[config.mk]
export PLATFORM = sky130hd
export DESIGN_NAME = pipelined_add_sub
export DESIGN_NICKNAME = d
export VERILOG_FILES = /design/src/rtl/pipelined_add_sub.sv
export SDC_FILE = /design/constraint.sdc
export NUM_CORES = 1
export LEC_CHECK = 0
export CAP_MARGIN = 20
export CORE_MARGIN = 2
export CORE_UTILIZATION = 39
export DETAILED_ROUTE_END_ITERATION = 8
export GPL_TIMING_DRIVEN = 0
export PLACE_DENSITY = 0.56
export SLEW_MARGIN = 10
export SYNTH_ARGS = -nofsm -noshare
export SYNTH_HDL_FRONTEND = slang
export SYNTH_SLANG_ARGS = --single-unit
export TNS_END_PERCENT = 100
[constraint.sdc]
create_clock -name CLK -period 9.6 [get_ports CLK]
set_input_delay 1.92 -clock CLK [delete_from_list [all_inputs] [get_ports CLK]]
set_output_delay 1.92 -clock CLK [all_outputs]
set_load 0.01 [all_outputs]
[src/rtl/pipelined_add_sub.sv]
// WIDTH-bit two's-complement adder/subtractor with the carry chain cut
// into STAGES registered slices under a valid/ready, global-stall handshake.
//
// Ports:
//   CLK, RST            clock (rising edge), async active-high reset
//   IN_VALID, IN_READY  operand handshake (A, B, SnA: 0 = A+B, 1 = A-B)
//   OUT_VALID, OUT_READY result handshake
//   Y, CO, OVF, ZERO    result, raw MSB carry, signed overflow, Y == 0
module pipelined_add_sub #(
  parameter int WIDTH  = 32,
  parameter int STAGES = 4
) (
  input  logic             CLK,
  input  logic             RST,
  input  logic             IN_VALID,
  output logic             IN_READY,
  input  logic [WIDTH-1:0] A,
  input  logic [WIDTH-1:0] B,
  input  logic             SnA,
  output logic             OUT_VALID,
  input  logic             OUT_READY,
  output logic [WIDTH-1:0] Y,
  output logic             CO,
  output logic             OVF,
  output logic             ZERO
);

  if (WIDTH < 2 || STAGES < 1 || STAGES > WIDTH
      || (WIDTH % STAGES) != 0) begin : g_bad_params
    $error("pipelined_add_sub: bad WIDTH/STAGES");
  end

  localparam int S = WIDTH / STAGES;

  logic                          adv;
  logic                          take;

  logic [STAGES-1:0]             v_r;
  logic [STAGES-1:0]             c_r;
  logic [STAGES-1:0][WIDTH-1:0]  a_r;
  logic [STAGES-1:0][WIDTH-1:0]  bx_r;
  logic [STAGES-1:0][WIDTH-1:0]  y_r;
  logic                          ovf_r;
  logic                          zero_r;

  logic [STAGES-1:0]             c_n;
  logic [STAGES-1:0][WIDTH-1:0]  a_n;
  logic [STAGES-1:0][WIDTH-1:0]  bx_n;
  logic [STAGES-1:0][WIDTH-1:0]  y_n;
  logic                          ovf_n;
  logic                          zero_n;

  logic [WIDTH-1:0]              ai;
  logic [WIDTH-1:0]              bi;
  logic [WIDTH-1:0]              yi;
  logic                          ci;

  // Whole pipe moves together; a held result freezes every stage.
  assign OUT_VALID = v_r[STAGES-1];
  assign adv       = !OUT_VALID || OUT_READY;
  assign IN_READY  = adv && !RST;
  assign take      = IN_VALID && IN_READY;

  // Slice k sees the live operands for k = 0, else the stage k-1
  // registers; each slice is a ripple of full-adder cells.
  always_comb begin
    a_n  = '0;
    bx_n = '0;
    y_n  = '0;
    c_n  = '0;
    ai   = A;
    bi   = B ^ {WIDTH{SnA}};
    yi   = '0;
    ci   = SnA;
    for (int k = 0; k < STAGES; k++) begin
      for (int j = 0; j < S; j++) begin
        yi[k*S+j] = ai[k*S+j] ^ bi[k*S+j] ^ ci;
        ci = (ai[k*S+j] & bi[k*S+j])
           | (ci & (ai[k*S+j] ^ bi[k*S+j]));
      end
      a_n[k]  = ai;
      bx_n[k] = bi;
      y_n[k]  = yi;
      c_n[k]  = ci;
      if (k < STAGES - 1) begin
        ai = a_r[k];
        bi = bx_r[k];
        yi = y_r[k];
        ci = c_r[k];
      end
    end
  end

  assign ovf_n =
    (a_n[STAGES-1][WIDTH-1] == bx_n[STAGES-1][WIDTH-1])
    && (y_n[STAGES-1][WIDTH-1] != a_n[STAGES-1][WIDTH-1]);
  assign zero_n = (y_n[STAGES-1] == '0);

  always_ff @(posedge CLK or posedge RST) begin
    if (RST) begin
      v_r    <= '0;
      c_r    <= '0;
      a_r    <= '0;
      bx_r   <= '0;
      y_r    <= '0;
      ovf_r  <= 1'b0;
      zero_r <= 1'b0;
    end else if (adv) begin
      v_r    <= STAGES'({v_r, take});
      c_r    <= c_n;
      a_r    <= a_n;
      bx_r   <= bx_n;
      y_r    <= y_n;
      ovf_r  <= ovf_n;
      zero_r <= zero_n;
    end
  end

  // Final-stage operand copies are consumed only through ovf_n.
  logic unused_ops;
  assign unused_ops = ^{a_r[STAGES-1], bx_r[STAGES-1]};

  assign Y    = y_r[STAGES-1];
  assign CO   = c_r[STAGES-1];
  assign OVF  = ovf_r;
  assign ZERO = zero_r;

endmodule

== Yosys cells after proc, flatten, opt, wreduce, memory -nomap -nowiden ==
Index checks and enable logic that the tools add are counted.

* Input port bits: 69
* Register bits after elaboration: 282

* Reduce and logical (&&, ||, !) cells: 7
* Bitwise logic cells: 161
* Eq/ne operators: 2

{| class="wikitable"
|+ Operator list
! kind !! number
|-
| AND 1 bit || 64
|-
| XOR 1 bit || 64
|-
| logical NOT 32 bit || 1
|-
| OR 1 bit || 32
|-
| XOR 32 bit || 1
|-
| logical AND 1 bit || 3
|-
| logical NOT 1 bit || 2
|-
| equality test 1 bit || 1
|-
| logical OR 1 bit || 1
|-
| inequality test 1 bit || 1
|}

== Depth between registers and ports, before layout ==
* Depth after elaboration: 18
* Gate-level depth with buffers: 13

== Least setup slack after synthesis ==
Ideal clock, no wire load.

* Path kind: input to register
* Start: input port RST
* End: register v_r[0]
* Buffers on the path: 0
* Arrival: 6.142 ns
* Setup slack: 3.372 ns
* Stages on the path: 3
* Data required time: 9.514 ns
* Cell sequence: inv_1 -> nand3_1 -> nand2_1

* Cells in the longest elaborated chain, start to end: 3

{| class="wikitable"
|+ RTL lines
! element !! line !! source
|-
| from (decl) || 14 || <nowiki>input logic RST,</nowiki>
|-
| logical NOT 1 bit (no source line) || n/a ||
|-
| logical AND 1 bit || 61 || <nowiki>assign IN_READY = adv && !RST;</nowiki>
|-
| logical AND 1 bit || 62 || <nowiki>assign take = IN_VALID && IN_READY;</nowiki>
|-
| to (signal assigned) || 109 || <nowiki>v_r <= STAGES'({v_r, take});</nowiki>
|-
| to (decl) || 38 || <nowiki>logic [STAGES-1:0] v_r;</nowiki>
|}

No other way between the ends.
A chain may end at the register's enable or synchronous reset.

== Final worst setup path ==
* Start: input port OUT_READY
* End: output port IN_READY

* Cells in the longest elaborated chain, start to end: 2

{| class="wikitable"
|+ RTL lines
! element !! line !! source
|-
| from (decl) || 21 || <nowiki>input logic OUT_READY,</nowiki>
|-
| logical OR 1 bit || 60 || <nowiki>assign adv = !OUT_VALID || OUT_READY;</nowiki>
|-
| logical AND 1 bit || 61 ||
|-
| to (decl) || 16 || <nowiki>output logic IN_READY,</nowiki>
|}

No other way between the ends.

==> metrics.txt <==
Clock Path Buffers=2; Num CTS Buffers=17; Reg clk slew, reported paths=70 ps; register bit total from synthesis=186; Port Buf Inserts=104; reg2reg start=c_r[2]; commonest non-fill, non-tap cell in the layout=nand2_1; Crit path arrival time=3710 ps; required time worst endpoint=7680 ps; vias in the first global route=5,628; num rows=52; hold endpoint=Y[10]; P&R area growth vs syn=25.01%; drt first pass iters=4; largest cells by area after synthesis=dfrtp_1, nand2_1, fa_1; crit-path cells=clkdlybuf4s50_1 -> and2b_1 -> buf_4 -> buf_2 -> nor2_1 -> clkdlybuf4s50_1; CTS tree=built; Finished Layout Cells=~1,200; GRT Util Overall=17.86%; Yosys top cell area share=between 50% and 60%; Synth cell types=24; hold_sp=Y[10]; Final Hold Viols=0; CTS Hold Bufs=0; status=complete, no violations; worst-margin pin slew=just over 600 ps; Post-Syn Nets=roughly 940; syn avg cell area=about 9.6 um2; Final nets=1,067; RSZ-0062 raised after global routing=false; via count=~5,600; worst skew pair latency=between 400 and 500 ps; CP dominant cell by count=clkdlybuf4s50_1; hold depth=2; final max-slew violation count=0; crit start category=input pin; reg2reg end=OVF; R2R depth=13; Syn. warnings=0; Antenna Violating Nets Remaining=0; post-layout minimum cycle time=between 5000 and 6000 ps; first-pass GRT wire length=between 30 and 40 mm; Worst Setup End Kind=primary output; hold_ws=464.2 ps; Max-slew headroom=approximately three fifths; period utilization=58.62%; wire per inst=14.51 um; skew final=9.701 ps; power density cells=323.7 mW/mm2; post-CTS setup buffer count=0; cell count after synthesis=842; CP max FO=10; H-tree depth=4; post_cts resized=0; worst vdd ir=0.0001438 V; share of cells above drive strength 1=7.865%; HP Class=register to register; die area=0.02186 mm2; initial antenna violation count=0; critical path class=input pin to primary output; Root Buffer=clkbuf_16; FF-to-FF setup slack=5520 ps; DR DRC count=0; total core area=0.02030 mm2; Final GP Congestion=slightly below 0.8; largest net degree at the start of global routing=103; P_leak=4.930 nW; Starting Density=about two fifths; Crit-path slowest cell=clkdlybuf4s50_1; Mapped Area=0.008070 mm2; Seq/Total Area, Yosys=roughly 58%; Sink Count=about 190; drt total wl=about 18 mm; die width=147.9 um; placed instance area=around 0.0095 mm2; routed vias/inst=4.475; IO Pins=106; crit-path max cell delay=530 ps; ANT cells=0; max frequency=177.7 MHz; Final setup viols=0; gr ovfl total=0; top cell type by total area after synthesis=dfrtp_1; Iteration-0 DRC Markers=about 300; Final Cell Area=roughly 0.010 mm2; dpl cells=1,217; most frequent cells in the layout=nand2_1, dfrtp_1, clkdlybuf4s50_1, o21ai_0, fa_1; max-cap violation count=0; Post-DP HPWL=13.35 mm; die height=147.9 um
cell type report:
| type | count | area [um2] |
|---|---|---|
| clock inverter | 11 | 133.9 |
| inverter | 27 | 108.9 |
| sequential | 186 | 4654 |
| clock buffer | 21 | 470.5 |
| buffer | 45 | 301.5 |
| fill | 1997 | 10210 |
| multi-input combinational | 584 | 3013 |
| timing repair buffer | 105 | 1069 |
| tap | 270 | 337.8 |
cell families after synthesis:
| group | synth area share (%) |
|---|---|
| XOR/XNOR | 3.581 |
| multiplexers | 0.1240 |
| buffers and inverters | 4.992 |
| AO/OA/AOI/OAI | 3.395 |
| adder cells (fa/ha/maj) | 7.845 |
| flip-flops | 57.67 |
| AND/OR/NAND/NOR | 22.39 |
power by group:
| part | switching, W | internal (W) | total [W] | leakage (nW) |
|---|---|---|---|---|
| logic | 0.000664 | 0.000541 | 0.00120 | 2.40 |
| registers | 0.000215 | 0.00113 | 0.00134 | 2.23 |
| clock network | 0.000309 | 0.000410 | 0.000719 | 0.300 |
| total | 0.00119 | 0.00208 | 0.00327 | 4.93 |
routing by layer:
| layer | part of all wire [%] | routed length, um | up-vias | track usage, % |
|---|---|---|---|---|
| met1 | 49 | 8811 | 2639 | 26.12 |
| met3 | 4.6 | 825 | 16 | 2.809 |
| li1 | - | - | 2824 | - |
| met4 | 1.4 | 250 | 0 | 5.381 |
| met2 | 45 | 8230 | 110 | 27.67 |
| met5 | 0 | 0 | - | 0 |
worst max-delay path: cells and delay by family:
kind | cells | cell delay, ps
AND/OR/NAND/NOR | 2 | 330
buffers and inverters | 4 | 1440
sequential cells by signal (all words and copies together) (netlist names), 4 cells and up:
name and flops:
v_r 4, c_r 4, bi 8, bx_n 40
y_n 48, a_n 40, Y 32, ai 8
worst max path at each step:
stage                     depth (start not counted)       end  startpoint  slack, ps
after floorplan                                   1       OVF         RST       2600
after global placement                            2     Y[25]         RST        -60
after detailed placement                         12   y_n[39]        B[0]       3930
after CTS                                         6  IN_READY   OUT_READY       3950
after global routing                              6  IN_READY   OUT_READY       3900
final                                             6  IN_READY   OUT_READY       3970
metrics by stage:
stage,TNS [ps],util (%),setup WS [ps],total power [W]
finish,0,49.70,3973,0.003265
global route,0,49.70,3896,0.003516
CTS,0,49.70,3950,0.003298
detailed placement,0,46.72,3931,0.002578
global placement,-8718,46.55,-57.59,0.002545
floorplan,0,-,2605,0.002033
cells in the mapped netlist:
master / instances
clkbuf_1: 6
clkbuf_4: 2
nand3_1: 1
nand2_1: 436
xnor2_1: 29
inv_1: 27
nor2_1: 17
a21oi_1: 15
nor4_1: 3
xor2_1: 4
mux2i_1: 1
nand2b_1: 2
o21ai_0: 35
o41ai_2: 1
nor4_2: 4
nand4_1: 2
dfrtp_1: 186
buf_2: 22
buf_6: 11
and2b_1: 1
ha_1: 1
fa_1: 31
buf_4: 4
o31ai_1: 1
Power figures use the tool's default switching activity.
